### config.mk
export PLATFORM = sky130hd
export DESIGN_NAME = apu_fpu_credit_wrapper
export DESIGN_NICKNAME = d
export VERILOG_FILES = /design/src/rtl/apu_fpu_credit_wrapper.sv
export SDC_FILE = /design/constraint.sdc
export NUM_CORES = 1
export LEC_CHECK = 0
export ABC_AREA = 1
export BUFFER_PORTS_ARGS = -buffer_cell sky130_fd_sc_hd__buf_2
export CORE_AREA = 2 2 141 143
export CTS_CLUSTER_DIAMETER = 200
export DETAILED_ROUTE_END_ITERATION = 10
export DIE_AREA = 0 0 143 145
export GPL_TIMING_DRIVEN = 0
export PLACE_DENSITY = 0.77
export SLEW_MARGIN = 0
export SYNTH_ARGS = -nofsm -noshare
export SYNTH_HDL_FRONTEND = slang
export SYNTH_SLANG_ARGS = --single-unit
### constraint.sdc
create_clock -name clk -period 4 [get_ports clk]
set_input_delay 0.4 -clock clk [delete_from_list [all_inputs] [get_ports clk]]
set_output_delay 0.4 -clock clk [all_outputs]
set_load 0.02 [all_outputs]
### src/rtl/apu_fpu_credit_wrapper.sv
// apu_fpu_credit_wrapper: credit-gated bridge from the APU master port to a variable-latency FP unit.
// Define APU_STICKY_FLAGS_EN to accumulate the status flags of every returned response.
module apu_fpu_credit_wrapper #(
    parameter int ID_WIDTH        = 9,
    parameter int NB_ARGS         = 3,
    parameter int DATA_WIDTH      = 32,
    parameter int OPCODE_WIDTH    = 6,
    parameter int FLAGS_IN_WIDTH  = 15,
    parameter int FLAGS_OUT_WIDTH = 5,
    parameter int RESP_DEPTH      = 4
) (
    input  logic                          clk,
    input  logic                          rst_n,
    input  logic                          apu_req_i,
    output logic                          apu_gnt_o,
    input  logic [ID_WIDTH-1:0]           apu_ID_i,
    input  logic [NB_ARGS*DATA_WIDTH-1:0] apu_operands_i,
    input  logic [OPCODE_WIDTH-1:0]       apu_op_i,
    input  logic [FLAGS_IN_WIDTH-1:0]     apu_flags_i,
    input  logic                          apu_rready_i,
    output logic                          apu_rvalid_o,
    output logic [DATA_WIDTH-1:0]         apu_rdata_o,
    output logic [FLAGS_OUT_WIDTH-1:0]    apu_rflags_o,
    output logic [ID_WIDTH-1:0]           apu_rID_o,
    output logic                          fpu_in_valid_o,
    input  logic                          fpu_in_ready_i,
    output logic [NB_ARGS*DATA_WIDTH-1:0] fpu_operands_o,
    output logic [OPCODE_WIDTH-1:0]       fpu_op_o,
    output logic [FLAGS_IN_WIDTH-1:0]     fpu_flags_o,
    output logic [ID_WIDTH-1:0]           fpu_tag_o,
    input  logic                          fpu_out_valid_i,
    output logic                          fpu_out_ready_o,
    input  logic [DATA_WIDTH-1:0]         fpu_result_i,
    input  logic [FLAGS_OUT_WIDTH-1:0]    fpu_status_i,
    input  logic [ID_WIDTH-1:0]           fpu_tag_i,
    output logic                          busy_o,
    output logic                          err_o,
    output logic [FLAGS_OUT_WIDTH-1:0]    apu_sticky_flags_o,
    input  logic                          sticky_clr_i
);
    localparam int CW = $clog2(RESP_DEPTH + 1);
    localparam int PW = (RESP_DEPTH > 1) ? $clog2(RESP_DEPTH) : 1;
    localparam int EW = DATA_WIDTH + FLAGS_OUT_WIDTH + ID_WIDTH;

    logic [CW-1:0] r_cnt;
    logic [CW-1:0] r_fill;
    logic [PW-1:0] r_wr_ptr;
    logic [PW-1:0] r_rd_ptr;
    logic [EW-1:0] r_mem [RESP_DEPTH];
    logic          r_err;
    logic          w_can_issue;
    logic          w_fire;
    logic          w_pop;
    logic          w_push;
    logic          w_idle;

    function automatic logic [PW-1:0] f_inc(input logic [PW-1:0] p);
        return (p == PW'(RESP_DEPTH - 1)) ? '0 : p + PW'(1);
    endfunction

    // A credit covers an op from issue until its response is popped, so the FIFO can never overflow.
    assign w_can_issue     = rst_n & (r_cnt < CW'(RESP_DEPTH));
    assign fpu_in_valid_o  = apu_req_i & w_can_issue;
    assign apu_gnt_o       = fpu_in_ready_i & w_can_issue;
    assign w_fire          = apu_req_i & apu_gnt_o;
    assign fpu_operands_o  = apu_operands_i;
    assign fpu_op_o        = apu_op_i;
    assign fpu_flags_o     = apu_flags_i;
    assign fpu_tag_o       = apu_ID_i;
    assign fpu_out_ready_o = 1'b1;

    assign w_idle       = (r_cnt == r_fill);
    assign w_push       = fpu_out_valid_i & ~w_idle;
    assign apu_rvalid_o = (r_fill != '0);
    assign w_pop        = apu_rvalid_o & apu_rready_i;
    assign {apu_rdata_o, apu_rflags_o, apu_rID_o} = apu_rvalid_o ? r_mem[r_rd_ptr] : '0;
    assign busy_o       = (r_cnt != '0);
    assign err_o        = r_err;

    always_ff @(posedge clk or negedge rst_n) begin
        if (!rst_n) begin
            r_cnt    <= '0;
            r_fill   <= '0;
            r_wr_ptr <= '0;
            r_rd_ptr <= '0;
            r_err    <= 1'b0;
        end else begin
            r_cnt  <= r_cnt + CW'(w_fire) - CW'(w_pop);
            r_fill <= r_fill + CW'(w_push) - CW'(w_pop);
            if (w_push) r_wr_ptr <= f_inc(r_wr_ptr);
            if (w_pop) r_rd_ptr <= f_inc(r_rd_ptr);
            if (fpu_out_valid_i & w_idle) r_err <= 1'b1;
        end
    end

    always_ff @(posedge clk) begin
        if (w_push) r_mem[r_wr_ptr] <= {fpu_result_i, fpu_status_i, fpu_tag_i};
    end

`ifdef APU_STICKY_FLAGS_EN
    logic [FLAGS_OUT_WIDTH-1:0] r_sticky;

    always_ff @(posedge clk or negedge rst_n) begin
        if (!rst_n) r_sticky <= '0;
        else if (sticky_clr_i) r_sticky <= '0;
        else if (w_pop) r_sticky <= r_sticky | apu_rflags_o;
    end

    assign apu_sticky_flags_o = r_sticky;
`else
    logic w_unused_clr;

    assign w_unused_clr       = sticky_clr_i;
    assign apu_sticky_flags_o = '0;
`endif
endmodule

Yosys cells after proc, flatten, opt, wreduce, memory -nomap -nowiden

Memories as Yosys holds them, arrays and structs flattened.
Index checks and enable logic that the tools add are counted.
Widths: inputs -> output; s select.

Add/subtract/negate cells: 6
$lt $le $gt $ge: 1
Equal/unequal tests: 3
Multiplexer cells: 5
Bitwise gates (word level): 8
Reduce and logical (&&, ||, !) cells: 2

Operators by type and width:

| cell                | count |
|---|---|
| $mux 46             | 1 |
| $and 1x1->1         | 7 |
| $add 3x1->3         | 2 |
| $reduce_bool 3->1   | 2 |
| $sub 3x1->3         | 2 |
| $add 2x1->2 const B | 2 |
| $eq 2x2->1 const B  | 2 |
| $mux 2              | 2 |
| $eq 3x3->1          | 1 |
| $lt 3x3->1 const B  | 1 |
| $mux 1              | 2 |
| $not 1->1           | 1 |

Bits in registers: 11
RAM bits: 184
Logic and storage cells: 31
Memories kept: 1

Memories:

| memory | depth | bits a word | rd ports | clocked after memory_dff | wr ports | RTL line | source |
|---|---|---|---|---|---|---|---|
| r_mem  | 4     | 46          | 1        | 0                        | 1        | 49       | `logic [EW-1:0] r_mem [RESP_DEPTH];` |

Logic depth before layout (Yosys ltp)

Gate-level depths: netlist of the first run.

Depth in word-level cells: 6
Gate-level depth with buffers: 11

Worst setup path after synthesis of the first run

OpenSTA, ideal clock, no wires.

Path kind: reg2reg
From: reg r_cnt[1]
To: mem r_mem[0][0] (netlist bit) (enable)
Arrival time: 2.799 ns
Required time: 3.550 ns
Path slack: 0.752 ns
Stages on the path, launching flop included: 5
Buffers on the path: 0
Clock period less this slack: 3.248 ns
Cells stage by stage: dfrtp_1 -> xnor2_1 -> nand3_1 -> nand2_1 -> nor2_1

Cells in the longest elaborated chain, start to end: 5

RTL lines:

| element                      | RTL line | source |
|---|---|---|
| start: declaration           | 45       | `logic [CW-1:0] r_cnt;` |
| start signal: assignment     | 88       | `r_cnt <= r_cnt + CW'(w_fire) - CW'(w_pop);` |
| $eq 3x3->1                   | 72       | `assign w_idle = (r_cnt == r_fill);` |
| $not 1->1                    | 73       | `assign w_push = fpu_out_valid_i & ~w_idle;` |
| $and 1x1->1                  | 73       |  |
| $mux 1                       | 97       | `if (w_push) r_mem[r_wr_ptr] <= {fpu_result_i, fpu_status_i, fpu_tag_i};` |
| $mux 1 (implied by the code) | 97       |  |
| end: declaration             | 49       |  |

No other way between the ends.

Worst setup path after layout of the first run

From: reg r_fill[1]
To: out apu_rdata_o[18]

Cells in the longest elaborated chain, start to end: 2

RTL lines:

| element                  | RTL line | source |
|---|---|---|
| start: declaration       | 46       | `logic [CW-1:0] r_fill;` |
| start signal: assignment | 89       | `r_fill <= r_fill + CW'(w_push) - CW'(w_pop);` |
| $reduce_bool 3->1        | 74       | `assign apu_rvalid_o = (r_fill != '0);` |
| $mux 46                  | 76       | `assign {apu_rdata_o, apu_rflags_o, apu_rID_o} = apu_rvalid_o ? r_mem[r_rd_ptr] : '0;` |
| end: declaration         | 22       | `output logic [DATA_WIDTH-1:0] apu_rdata_o,` |

No other way between the ends.

==> results.cfg, run 1 <==
[yosys]
dominant_combinational_cell_family_by_area_after_synthesis = buffers and inverters
synth_top_cell_by_area = sky130_fd_sc_hd__edfxtp_1
synth_common_cells = sky130_fd_sc_hd__nor2_1 (193), sky130_fd_sc_hd__edfxtp_1 (184), sky130_fd_sc_hd__buf_4 (140), sky130_fd_sc_hd__o21ai_1 (69), sky130_fd_sc_hd__a21oi_1 (47)
ys.flop_type = sky130_fd_sc_hd__edfxtp_1
ys_ff_latch = 195
synth_area_in_compound_gates_pct = 8.134
post_synth_xor_area_fraction_pct = 0.5993
yosys-mux-area-fraction_pct = 0
yosys.area_share.adder_pct = 1.455
proportion_of_register_bits_with_asynchronous_set_or_reset_after_synthesis_pct = 5.641
synth-simple-area-share_pct = 9.361
syn-mean-instance-area_um2 = 11.58
post-synth-top-area-fraction_pct = 63.01
synth_edf_count = 184
netlist_area_um2 = 8768
post_synth_num_cell_types = 20
netlist_instances = 757
synth_warnings = 0
dominant_cell_by_count_in_the_synthesized_netlist = sky130_fd_sc_hd__nor2_1
synth_seq_area_share_pct = 66.15
synth.top_cells.by_area = sky130_fd_sc_hd__edfxtp_1 (63%), sky130_fd_sc_hd__buf_4 (12%), sky130_fd_sc_hd__nor2_1 (8.3%), sky130_fd_sc_hd__o21ai_1 (3.9%), sky130_fd_sc_hd__dfrtp_1 (3.1%)

[outcome]
status = finished, final reports clean

[final_layout]
syn2layout_area_growth_pct = 25.73
final_core_util_pct = 57.40
final_layout_size_suffix_gt1_share_pct = 41.72
fill_cells = 1531
num-nets-final = 1201
layout.cells.non_filler = 1293

[sta]
tightestPinTransition_ps = 740.8
report.final.setup_viol = 0
worst_clock_skew_ps = 6.402
hold_viol = 0
max_freq_mhz = 393.3
grt_setup_unrepaired = no
final.period_utilization_pct = 63.56
hold-worst-slack_ps = 174.3
drv_slew = 0
fin_crit_ps = 2542
timing.slew.headroom_pct = 50.50

[clock_network]
clkSinkCount = 195
cts_inserted_buffers = 17
cts-root-to-sink-buffers = 2
clk_transition_reported_paths_ps = 70
clock_latency_ps = 440
clock_tree_from_tritoncts = yes
root_buffer = sky130_fd_sc_hd__clkbuf_16
h-tree-depth = 4

[route]
dr.first_iter.drc_count = 461
vias = 6457
wirelength_mm = 26.84
ant_nets = 0
routed_wire_length_per_instance_um = 20.76
drt-pass1-iter-count = 5
vias_per_cell = 4.994
drc_violations_left = 0

[global_route]
globalRoute.totalOverflow = 0
grt_antenna_before_repair = 2
maximum_number_of_pins_on_one_net_before_global_route_repair = 30
globalRouteTotalUtil_pct = 25.55
wire_length_of_the_first_global_routing_pass_mm = 38.26
vias_in_the_first_global_route = 6086

[die]
total_i_o_pin_count = 362
die_x_um = 143
coreArea_um2 = 19210
placement_rows = 51
die-area_um2 = 20740
initial_utilization_pct = 45.65
die_h_um = 145

[worst_setup_path]
endpoint_kind = primary output
critPathRequiredTime_ps = 3600
critPathMaxStageDelay_ps = 460
worst_path_buffer_plus_inverter_count = 4
critical_path.top_delay_family = buffers and inverters
worstSetupStartpointType = flop
critPathKind = flop to primary output
critical_path.cell_chain = inv_1 -> nand3_1 -> inv_2 -> buf_1 -> a21oi_1 -> buf_2
crit_arrival_ps = 2140
timing.critical_path.slowest_stage_cell = sky130_fd_sc_hd__buf_1
timing.critical_path.fanout_max = 10

[placed_design]
io_buffers = 228
place.detailed.hpwl_mm = 19.94
gpl.final_weighted_congestion = 0.8786
dp_cells = 1258

[pwr]
cellLeakagePower_nw = 4.617
peakVddDrop_uv = 473.5
power.density_nw_per_um2 = 749.1

[flow_run]
max_cap_viol_count = 0

[worst_hold_path]
min_path_type = primary input to flop
## where the power goes
part	leakage, nW	switching (W)	total, W	internal [W]
combinational	2.50	0.00243	0.00356	0.00113
sequential	1.81	0.000135	0.00287	0.00273
clock	0.305	0.000762	0.00183	0.00107
total	4.62	0.00333	0.00826	0.00493
## cell type report
type / instances / area [µm²] / area share, %
buffer: 166 / 1171 / 10.62
tap: 265 / 331.6 / 3.008
sequential: 195 / 5801 / 52.62
antenna: 2 / 5.005 / 0.04540
timing repair buffer: 233 / 1231 / 11.17
inverter: 20 / 75.07 / 0.6810
clock buffer: 17 / 425.4 / 3.859
clock inverter: 15 / 217.7 / 1.975
multi-input combinational: 380 / 1767 / 16.03
## cells by family (layout without fill, tap and decap cells)
| group | Yosys count | in the layout |
|---|---|---|
| flip-flops | 195 | 195 |
| AO/OA/AOI/OAI | 142 | 142 |
| AND/OR/NAND/NOR | 217 | 217 |
| adder cells (fa/ha/maj) | 9 | 9 |
| other | 2 | 8 |
| buffers and inverters | 186 | 451 |
| XOR/XNOR | 6 | 6 |
## metrics by stage
| step | instance area, µm² | total power (W) | setup TNS [ps] | worst slack (ps) |
|---|---|---|---|---|
| final | 11020 | 0.008259 | 0 | 1458 |
| after global routing | 11020 | 0.008712 | 0 | 1293 |
| after CTS | 11020 | 0.008283 | 0 | 1387 |
| after detailed placement | 10370 | 0.006465 | 0 | 1568 |
| after global placement | 10260 | 0.006363 | -152140 | -852.9 |
| after floorplan | 8783 | 0.005198 | 0 | 751.5 |
## metal layers
metal  vias to the layer above  wire length (µm)  global-route usage (%)
li1                       2953                 -                       -
met1                      3103             10740                   33.40
met2                       357             12720                   40.48
met3                        42              2734                   8.086
met4                         2               632                   8.515
met5                         -                11                       0
## flip-flops by register name, indices dropped and copies added (netlist names)
register	cells
r_fill	3
err_o	1
r_cnt	3
r_rd_ptr	2
r_wr_ptr	2
r_mem	184
## path summary, 6_finish.rpt
path / cells past startpoint / slack [ps] / start / endpoint
min reg2reg: 1 / 490 / err_o$_DFFE_PN0P_ / err_o$_DFFE_PN0P_
max reg2reg: 5 / 1540 / r_cnt[1]$_DFF_PN0_ / r_mem[1][30]$_DFFE_PP_
max in group asynchronous: 2 / 3370 / rst_n / r_rd_ptr[0]$_DFFE_PN0P_
max: 6 / 1460 / r_fill[1]$_DFF_PN0_ / apu_rdata_o[18]
min: 1 / 170 / fpu_result_i[30] / r_mem[1][44]$_DFFE_PP_
min in group asynchronous: 2 / 400 / rst_n / r_wr_ptr[1]$_DFFE_PN0P_
## worst register-to-register path, stage by stage, from the launching register on
cell and delay (ps):
sky130_fd_sc_hd__dfrtp_1 460, sky130_fd_sc_hd__xnor2_1 170, sky130_fd_sc_hd__nand3_1 190, sky130_fd_sc_hd__nand2_1 330, sky130_fd_sc_hd__nor2_4 680, sky130_fd_sc_hd__buf_12 300
## cell usage in the layout (no fill, tap or decap), drive strengths merged, types with 2 or more instances in the layout
cell      Yosys  layout
a21oi        47      47
buf         163     395
bufinv        0       4
clkbuf        3      20
clkinvlp      0       3
conb          2       6
dfrtp        11      11
diode         0       2
edfxtp      184     184
fa            2       2
ha            7       7
inv          20      27
nand2        19      19
nand3         5       5
nor2        193     193
o21ai        94      94
xnor2         3       3
xor2          3       3
## repair_timing
item                       4_1_cts  5_1_grt
setup endpoints to repair        0        0
resized for setup                0        0
hold endpoints to repair        11        0
setup buffers                    0        0
hold buffers                     1        0
Note: power is estimated with default switching activity, not from simulation.
==> inputs of run 2 (changes only) <==
- clock period: 4 -> 2.5 ns (I/O delays scaled with it)
==> run 2 against run 1 <==
Routed wire length grew 0.49%. Design area is essentially flat. Sequential power grew 60%. Die area is the same. Final cell count is the same. First-iteration DRC count grew 8.2%. Largest cell class unchanged. Power grew 60%.
==> results.cfg, run 2 (synthesis results as in run 1) <==
[sta]
report.final.setup_viol = 0
hold-worst-slack_ps = 21.44
max_freq_mhz = 426.4
grt_setup_unrepaired = no
tightestPinTransition_ps = 723.7
timing.slew.headroom_pct = 51.64
hold_viol = 0
final.period_utilization_pct = 93.82
drv_slew = 0
layout_setup_ws_ps = 154.5
fin_crit_ps = 2345
worst_clock_skew_ps = 5.821

[final_layout]
fill_cells = 1526
num-nets-final = 1201
syn2layout_area_growth_pct = 25.81
layout.cells.non_filler = 1293
register_area_um2 = 5801
final_layout_size_suffix_gt1_share_pct = 42.01
multi_input_comb_area_um2 = 1773
top_register = r_mem
final_cell_mix = sky130_fd_sc_hd__buf_2 (246), sky130_fd_sc_hd__nor2_1 (189), sky130_fd_sc_hd__edfxtp_1 (184)
number_of_flip_flops_in_the_largest_register = 184
layout_commonest_cell = sky130_fd_sc_hd__buf_2
top_regs = r_mem x184, r_cnt x3, r_fill x3

[pwr]
cell_internal_pwr_w = 0.007897
cellLeakagePower_nw = 4.621
power.share.sequential_pct = 34.7
power.density_nw_per_um2 = 1199
sw_frac_of_total_pct = 40.32
power.share.combinational_pct = 43.2
peakVddDrop_uv = 759.1
p_sw_w = 0.005335
share_clk_of_total_power_pct = 22.1

[worst_setup_path]
endpoint_kind = primary output
critPathRequiredTime_ps = 2250
worstSetupStartpointType = flop
crit_arrival_ps = 2100
worst_r2r_startpoint = r_cnt[1]$_DFF_PN0_
timing.critical_path.fanout_max = 10
critPathKind = flop to primary output
start_point_of_the_critical_path = r_rd_ptr[1]$_DFFE_PN0P_

[placed_design]
dp_slack_ps = 67.50
gpl.final_weighted_congestion = 0.8786
place.detailed.hpwl_mm = 19.94
dp_cells = 1258
io_buffers = 228

[die]
die_h_um = 145
placement_rows = 51
die-area_um2 = 20740
initial_utilization_pct = 45.65
total_i_o_pin_count = 362
die_x_um = 143
coreArea_um2 = 19210

[route]
drc_violations_left = 0
vias_per_cell = 5.022
dr.first_iter.drc_count = 499
vias = 6494
wirelength_mm = 26.97
drt-pass1-iter-count = 5
ant_nets = 0
routed_wire_length_per_instance_um = 20.86

[global_route]
vias_in_the_first_global_route = 6086
grt_antenna_before_repair = 2
maximum_number_of_pins_on_one_net_before_global_route_repair = 30
globalRoute.totalOverflow = 0
wire_length_of_the_first_global_routing_pass_mm = 38.26
globalRouteTotalUtil_pct = 25.55

[clock_network]
clkSinkCount = 195
clk_transition_reported_paths_ps = 70
clock_latency_ps = 440
cts_setup_buffers = 0
cts_inserted_buffers = 17
h-tree-depth = 4
cts-root-to-sink-buffers = 2
clock_tree_from_tritoncts = yes
root_buffer = sky130_fd_sc_hd__clkbuf_16

[flow_run]
max_cap_viol_count = 0

[worst_hold_path]
min_path_type = primary input to flop
hold_start = fpu_result_i[31]

[outcome]
status = finished, final reports clean
-- run 2: cell count changes in the layout (fill, tap and decap cells not counted) --
cell,delta
sky130_fd_sc_hd__a21oi_2,+1
sky130_fd_sc_hd__clkbuf_2,+1
sky130_fd_sc_hd__a21oi_1,-1
sky130_fd_sc_hd__buf_1,-1
sky130_fd_sc_hd__nand2_1,-1
sky130_fd_sc_hd__nand2_2,+1
-- run 2: through the flow --
step / setup TNS (ps) / util, % / area, µm² / power [W]
floorplan: -137720 / - / 8783 / 0.008316
global placement: -428140 / 53.40 / 10260 / 0.01018
detailed placement: 0 / 53.97 / 10370 / 0.01034
CTS: 0 / 57.37 / 11020 / 0.01325
global route: 0 / 57.41 / 11030 / 0.01395
finish: 0 / 57.44 / 11030 / 0.01323
-- run 2: per-layer routing --
metal	share of wire (%)	GRT usage, %
met2	48	40.48
met4	2.4	8.515
met1	40	33.40
met3	10	8.086
met5	0.048	0
-- run 2: area by class of cell --
cell class              instances  share of cell area (%)
repair buffers                233                   11.16
well taps                     265                   3.006
inverters                      20                  0.6805
clock buffers                  17                   3.856
multi-input cells             380                   16.07
flip-flops and latches        195                   52.58
clock inverters                15                   1.973
diodes                          2                 0.04537
plain buffers                 166                   10.63
-- run 2: path summary, 6_finish.rpt --
check | cells after the start | to | slack, ps
max in group asynchronous | 2 | r_rd_ptr[0]$_DFFE_PN0P_ | 2020
worst min-delay path | 1 | r_mem[3][45]$_DFFE_PP_ | 20
worst max-delay path | 7 | apu_rdata_o[18] | 150
worst max register to register | 5 | r_mem[1][30]$_DFFE_PP_ | 200
min in group asynchronous | 2 | r_wr_ptr[1]$_DFFE_PN0P_ | 250
worst min register to register | 1 | err_o$_DFFE_PN0P_ | 490
-- run 2: power by group through the flow --
stage	Combinational, W	Sequential (W)	Clock [W]
floorplan	0.00366	0.00466	0
global placement	0.00546	0.00472	0
detailed placement	0.00569	0.00465	0
CTS	0.00572	0.00458	0.00294
global route	0.00623	0.00464	0.00308
finish	0.00571	0.00459	0.00293
-- run 2: worst max-delay path: stages (launching register included) --
cell and delay (ps):
sky130_fd_sc_hd__dfrtp_1 390, sky130_fd_sc_hd__inv_1 80, sky130_fd_sc_hd__buf_2 250, sky130_fd_sc_hd__buf_1 440
sky130_fd_sc_hd__nor2_1 100, sky130_fd_sc_hd__o21ai_1 110, sky130_fd_sc_hd__a21oi_1 100, sky130_fd_sc_hd__buf_2 170
-- run 2: what timing repair did --
item | 4_1_cts | 5_1_grt
endpoints found under the hold margin | 11 | 0
setup endpoints to repair | 0 | 117
hold buffers | 1 | 0
resized for setup | 0 | 3
